==> src/rtl/noc_reader.sv <==
// noc_reader
//   Sink endpoint for one router output port. Incoming flits are buffered in a
//   small FIFO whose full/almost_full go back to the router as backpressure.
//   Each popped flit is checked for destination and per-source sequence order.
//   Error flags pulse alongside rx_valid. Traffic and error counters run from reset.
//
//   Flit layout: {dest[15:14], src[13:12], seq[11:0]}
//
// Ports
//   i_clk          clock, rising edge
//   i_reset        asynchronous active-high reset
//   i_write_in     flit strobe from router writeOut
//   i_data_in      flit from router dataOut
//   i_stall        1 = hold the FIFO (no pop this cycle)
//   o_full         FIFO full (router readFull)
//   o_almost_full  free entries <= AF_LEVEL (router read_almostfull)
//   o_rx_valid     one-cycle pulse, o_rx_data holds the popped flit
//   o_rx_data      last popped flit
//   o_err_dest     pulse with rx_valid: dest != LOCAL_ID
//   o_err_seq      pulse with rx_valid: seq != expected seq for that source
//   o_overflow     sticky: a write arrived while full
//   o_pkt_count    flits popped since reset (wrapping)
//   o_err_count    flits with any error (saturating)
`timescale 1ns/1ps
module noc_reader #(
  parameter int         WIDTH    = 16,
  parameter int         DEPTH    = 8,
  parameter logic [1:0] LOCAL_ID = 2'b00,
  parameter int         AF_LEVEL = 2
) (
  input  logic             i_clk,
  input  logic             i_reset,
  input  logic             i_write_in,
  input  logic [WIDTH-1:0] i_data_in,
  input  logic             i_stall,
  output logic             o_full,
  output logic             o_almost_full,
  output logic             o_rx_valid,
  output logic [WIDTH-1:0] o_rx_data,
  output logic             o_err_dest,
  output logic             o_err_seq,
  output logic             o_overflow,
  output logic [15:0]      o_pkt_count,
  output logic [15:0]      o_err_count
);

  localparam int AW = $clog2(DEPTH);
  localparam int CW = AW + 1;

  logic [WIDTH-1:0] r_mem [DEPTH];
  logic [AW-1:0]    r_wr_ptr;
  logic [AW-1:0]    r_rd_ptr;
  logic [CW-1:0]    r_cnt;

  logic [11:0]      r_expected [4];
  logic             r_rx_valid;
  logic [WIDTH-1:0] r_rx_data;
  logic             r_err_dest;
  logic             r_err_seq;
  logic             r_overflow;
  logic [15:0]      r_pkt_count;
  logic [15:0]      r_err_count;

  logic             w_full;
  logic             w_push;
  logic             w_pop;
  logic [WIDTH-1:0] w_flit;
  logic [1:0]       w_src;
  logic             w_bad_dest;
  logic             w_bad_seq;

  assign w_full = (r_cnt == CW'(DEPTH));
  // Push is judged against the registered count only, so a same-cycle pop
  // never frees room for a write that arrives while full.
  assign w_push = i_write_in && !w_full;
  assign w_pop  = !i_stall && (r_cnt != '0);

  assign w_flit     = r_mem[r_rd_ptr];
  assign w_src      = w_flit[13:12];
  assign w_bad_dest = (w_flit[15:14] != LOCAL_ID);
  assign w_bad_seq  = (w_flit[11:0] != r_expected[w_src]);

  // Storage carries no reset: stale entries are unreachable once the
  // pointers and count are cleared.
  always_ff @(posedge i_clk) begin
    if (w_push) begin
      r_mem[r_wr_ptr] <= i_data_in;
    end
  end

  always_ff @(posedge i_clk or posedge i_reset) begin
    if (i_reset) begin
      r_wr_ptr    <= '0;
      r_rd_ptr    <= '0;
      r_cnt       <= '0;
      r_rx_valid  <= 1'b0;
      r_rx_data   <= '0;
      r_err_dest  <= 1'b0;
      r_err_seq   <= 1'b0;
      r_overflow  <= 1'b0;
      r_pkt_count <= '0;
      r_err_count <= '0;
      for (int i = 0; i < 4; i++) begin
        r_expected[i] <= '0;
      end
    end else begin
      if (w_push) begin
        r_wr_ptr <= r_wr_ptr + 1'b1;
      end
      if (i_write_in && w_full) begin
        r_overflow <= 1'b1;
      end

      case ({w_push, w_pop})
        2'b10:   r_cnt <= r_cnt + 1'b1;
        2'b01:   r_cnt <= r_cnt - 1'b1;
        default: r_cnt <= r_cnt;
      endcase

      r_rx_valid <= w_pop;
      r_err_dest <= w_pop && w_bad_dest;
      r_err_seq  <= w_pop && w_bad_seq;

      if (w_pop) begin
        r_rd_ptr    <= r_rd_ptr + 1'b1;
        r_rx_data   <= w_flit;
        // Always track the received seq so one gap produces a single error.
        r_expected[w_src] <= w_flit[11:0] + 12'd1;
        r_pkt_count <= r_pkt_count + 16'd1;
        if ((w_bad_dest || w_bad_seq) && (r_err_count != 16'hFFFF)) begin
          r_err_count <= r_err_count + 16'd1;
        end
      end
    end
  end

  assign o_full        = w_full;
  assign o_almost_full = ((DEPTH - int'(r_cnt)) <= AF_LEVEL);
  assign o_rx_valid    = r_rx_valid;
  assign o_rx_data     = r_rx_data;
  assign o_err_dest    = r_err_dest;
  assign o_err_seq     = r_err_seq;
  assign o_overflow    = r_overflow;
  assign o_pkt_count   = r_pkt_count;
  assign o_err_count   = r_err_count;

endmodule

==> config.mk <==
export PLATFORM = sky130hd
export DESIGN_NAME = noc_reader
export DESIGN_NICKNAME = d
export VERILOG_FILES = /design/src/rtl/noc_reader.sv
export SDC_FILE = /design/constraint.sdc
export NUM_CORES = 1
export LEC_CHECK = 0
export ABC_CLOCK_PERIOD_IN_PS = 10290
export CAP_MARGIN = 40
export CORE_ASPECT_RATIO = 0.9
export CORE_MARGIN = 3
export CORE_UTILIZATION = 60
export DETAILED_ROUTE_END_ITERATION = 8
export PLACE_DENSITY_LB_ADDON = 0.12
export SLEW_MARGIN = 20
export SYNTH_ARGS = -nofsm -noshare
export SYNTH_HDL_FRONTEND = slang
export SYNTH_SLANG_ARGS = --single-unit
export TNS_END_PERCENT = 100
==> constraint.sdc <==
create_clock -name i_clk -period 10.29 [get_ports i_clk]
set_input_delay 1.029 -clock i_clk [delete_from_list [all_inputs] [get_ports i_clk]]
set_output_delay 1.029 -clock i_clk [all_outputs]
set_load 0.05 [all_outputs]
==> impl_metrics.tcl <==
set metrics [dict create \
    cts_resized 0 \
    syn_avg_cell_area_um2 15.48 \
    yosysTopAreaCellShare_pct 37.67 \
    place_area_um2 11230 \
    cp.arrival_ns 4.96 \
    num_antenna_cells 0 \
    cts_setup_buffers 0 \
    htreeDepth 1 \
    nets 776 \
    route.detailed.drc 0 \
    slew_violations 0 \
    die_x_um 143.5 \
    rsz0062_at_grt "no" \
    ir_drop_mv 0.1893 \
    antenna_found_initial 0 \
    synth_most_common_cell "edfxtp_1" \
    design_area_um2 11930 \
    crit_fanout 27 \
    drt-initial-drc-count 421 \
    drt-total-wl_um 19260 \
    die_area_um2 18610 \
    fp-row-count 44 \
    synthTopCellsByArea "edfxtp_1 (38%), dfrtp_1 (27%), mux4_2 (6.8%)" \
    grt_pass1_wl_um 31340 \
    syn-cell-area_um2 10200 \
    maxCapViolations 0 \
    cts_root_buf "clkbuf_16" \
    hold_violations 0 \
    first_global_vias 5783 \
    dp_hpwl_um 12930 \
    fmax_ghz 0.2188 \
    powerDensity_nw_per_um2 335.3 \
    setup_tns_ns 0 \
    slew_headroom_pct 46.86 \
    place_congestion 0.7737 \
    power_mw 3.999 \
    status "completed" \
    wl_per_cell_um 19.92 \
    cts_sinks 238 \
    clkLatencyLatePin_ns 0.52 \
    track_usage_pct 21.61 \
    grt_overflow_total 0 \
    clk_pin_slew_ns 0.07 \
    ant_nets 0 \
    synthArstFlopShare_pct 46.22 \
    clock_path_buffers 3 \
    ys.flop_type "edfxtp_1" \
    ys_warn_count 0 \
    critical_path_required_ns 10.68 \
    ios 74 \
    grt_max_degree 61 \
    yosysUniqueCellTypes 44 \
    syn_to_final_growth_pct 16.87 \
    numCtsBuffers 23 \
    ctsHoldBuffers 0 \
    setup.worst_path.end_class "register" \
    worst_slew_pin_slew_ns 0.7750 \
    vias 5569 \
    critPathLaunchType "register" \
    yosys.area.top_type "edfxtp_1" \
    core_um2 16410 \
    post-route-min-period_ns 4.570 \
    ys_seq_area_share_pct 64.65 \
    final.setup_skew_ns 0.01731 \
    syn_inst 659 \
    leakage_nw 4.594 \
    hp-class "register to register" \
    avgViaCountPerCell 5.759 \
    die_h_um 129.7 \
    synth_fp_nets 690 \
    crit_type "register to register" \
    drive_gt1_share_pct 20.00 \
    cts_tree "yes" \
    synth_edf_count 128 \
    io_buffers 73 \
    dr.pass1.iters 5 \
    whs_ns 0.4650 \
    synth_common_cells "edfxtp_1 (128), dfrtp_1 (110), nand2_1 (53), mux2_2 (46), xnor2_1 (44)" \
    initial_utilization_pct 62.19 \
    setup_viol 0 \
    period_share_pct 44.42 \
    ys_ff_latch 238 \
]
## metrics by stage
| stage | setup slack [ns] | instances | utilization (%) |
|---|---|---|---|
| floorplan | 6.359 | 659 | - |
| global placement | 5.780 | 918 | 67.71 |
| detailed placement | 5.681 | 927 | 68.47 |
| CTS | 5.643 | 967 | 72.69 |
| global route | 5.275 | 967 | 72.69 |
| finish | 5.720 | 967 | 72.69 |
## cell usage in the layout, fill, tap and decap left out, types with 2 or more instances in the layout
cell	netlist	final
xor2_1	25	25
dfrtp_1	110	109
clkinv_2	0	4
and2_1	3	3
buf_8	2	8
nand2_1	53	53
mux2i_2	9	9
o21ai_0	20	20
inv_1	12	11
mux2i_1	39	39
edfxtp_1	128	128
mux4_2	31	31
nor3_4	0	2
clkinv_1	0	2
buf_4	0	6
nor3_1	9	7
nor2_1	33	27
nand2b_1	5	5
mux2_2	46	46
nor3_2	3	3
or2_2	2	2
nand3_1	12	12
clkdlybuf4s50_1	0	73
clkbuf_16	0	24
a21o_1	3	3
clkbuf_1	6	8
a21oi_1	4	4
nor4_2	2	2
nor2_2	0	6
xnor2_1	44	44
nand4_1	9	9
nand3b_1	2	2
and3_1	4	4
ha_1	10	10
## layer usage
layer / part of all wire (%) / GRT usage, %
met1: 45 / 30.96
met2: 49 / 35.83
met3: 4.1 / 3.774
met4: 1.5 / 4.485
met5: 0 / 0
## cell families (layout without fill, tap and decap cells)
family	count (synthesis)	in the layout	share of synthesized area, %
DFF	238	238	64.65
and+or+nand+nor	142	142	6.671
muxes	127	127	17.29
xor gates and xnor gates	69	69	5.923
buffers and inverters	39	140	2.121
AOI/OAI and AO/OA	33	33	1.925
adders and majority gates	11	11	1.422
## worst paths after layout
check	to	slack, ns	from	depth (start not counted)
max reg2reg	o_err_count[1]$_DFFE_PP0P_	5.72	r_rd_ptr[0]$_DFFE_PP0P_	10
min in group asynchronous	o_pkt_count[7]$_DFFE_PP0P_	0.97	i_reset	2
min	o_overflow$_DFFE_PP0P_	0.47	o_overflow$_DFFE_PP0P_	1
min reg2reg	o_overflow$_DFFE_PP0P_	0.47	o_overflow$_DFFE_PP0P_	1
max	o_err_count[1]$_DFFE_PP0P_	5.72	r_rd_ptr[0]$_DFFE_PP0P_	10
max in group asynchronous	o_rx_data[3]$_DFFE_PP0P_	8.14	i_reset	3
## flip-flops by register name (all words and copies together), names as in the netlist
register	cells
o_err_seq	1
o_overflow	1
o_err_count	16
r_cnt	4
r_rd_ptr	3
r_wr_ptr	3
r_mem	128
o_rx_data	16
o_pkt_count	16
o_rx_valid	1
r_expected	48
o_err_dest	1
## power by group
group | switching [mW] | total [mW] | internal, mW
clock network | 0.334 | 0.772 | 0.438
logic | 1.03 | 1.80 | 0.772
registers | 0.160 | 1.43 | 1.27
total | 1.52 | 4.00 | 2.48
## final cells by class
| type | instances | area, um2 |
|---|---|---|
| multi-input combinational | 382 | 3428 |
| clock buffer | 33 | 644.4 |
| sequential | 238 | 6598 |
| fill | 1069 | 4481 |
| timing repair buffer | 88 | 900.9 |
| inverter | 12 | 47.55 |
| clock inverter | 7 | 47.55 |
| tap | 207 | 259.0 |
## worst max-delay path, cell delays in order (launching register included)
cell and delay, ns:
dfrtp_2 0.70, buf_4 0.49, mux2i_1 0.24, mux4_2 0.78, mux2i_1 0.30, xnor2_1 0.14, a21oi_1 0.10, a2111oi_1 0.45
nand4_2 0.21, o21ai_2 0.60, mux2_2 0.40
(Power assumes the default switching activity.)
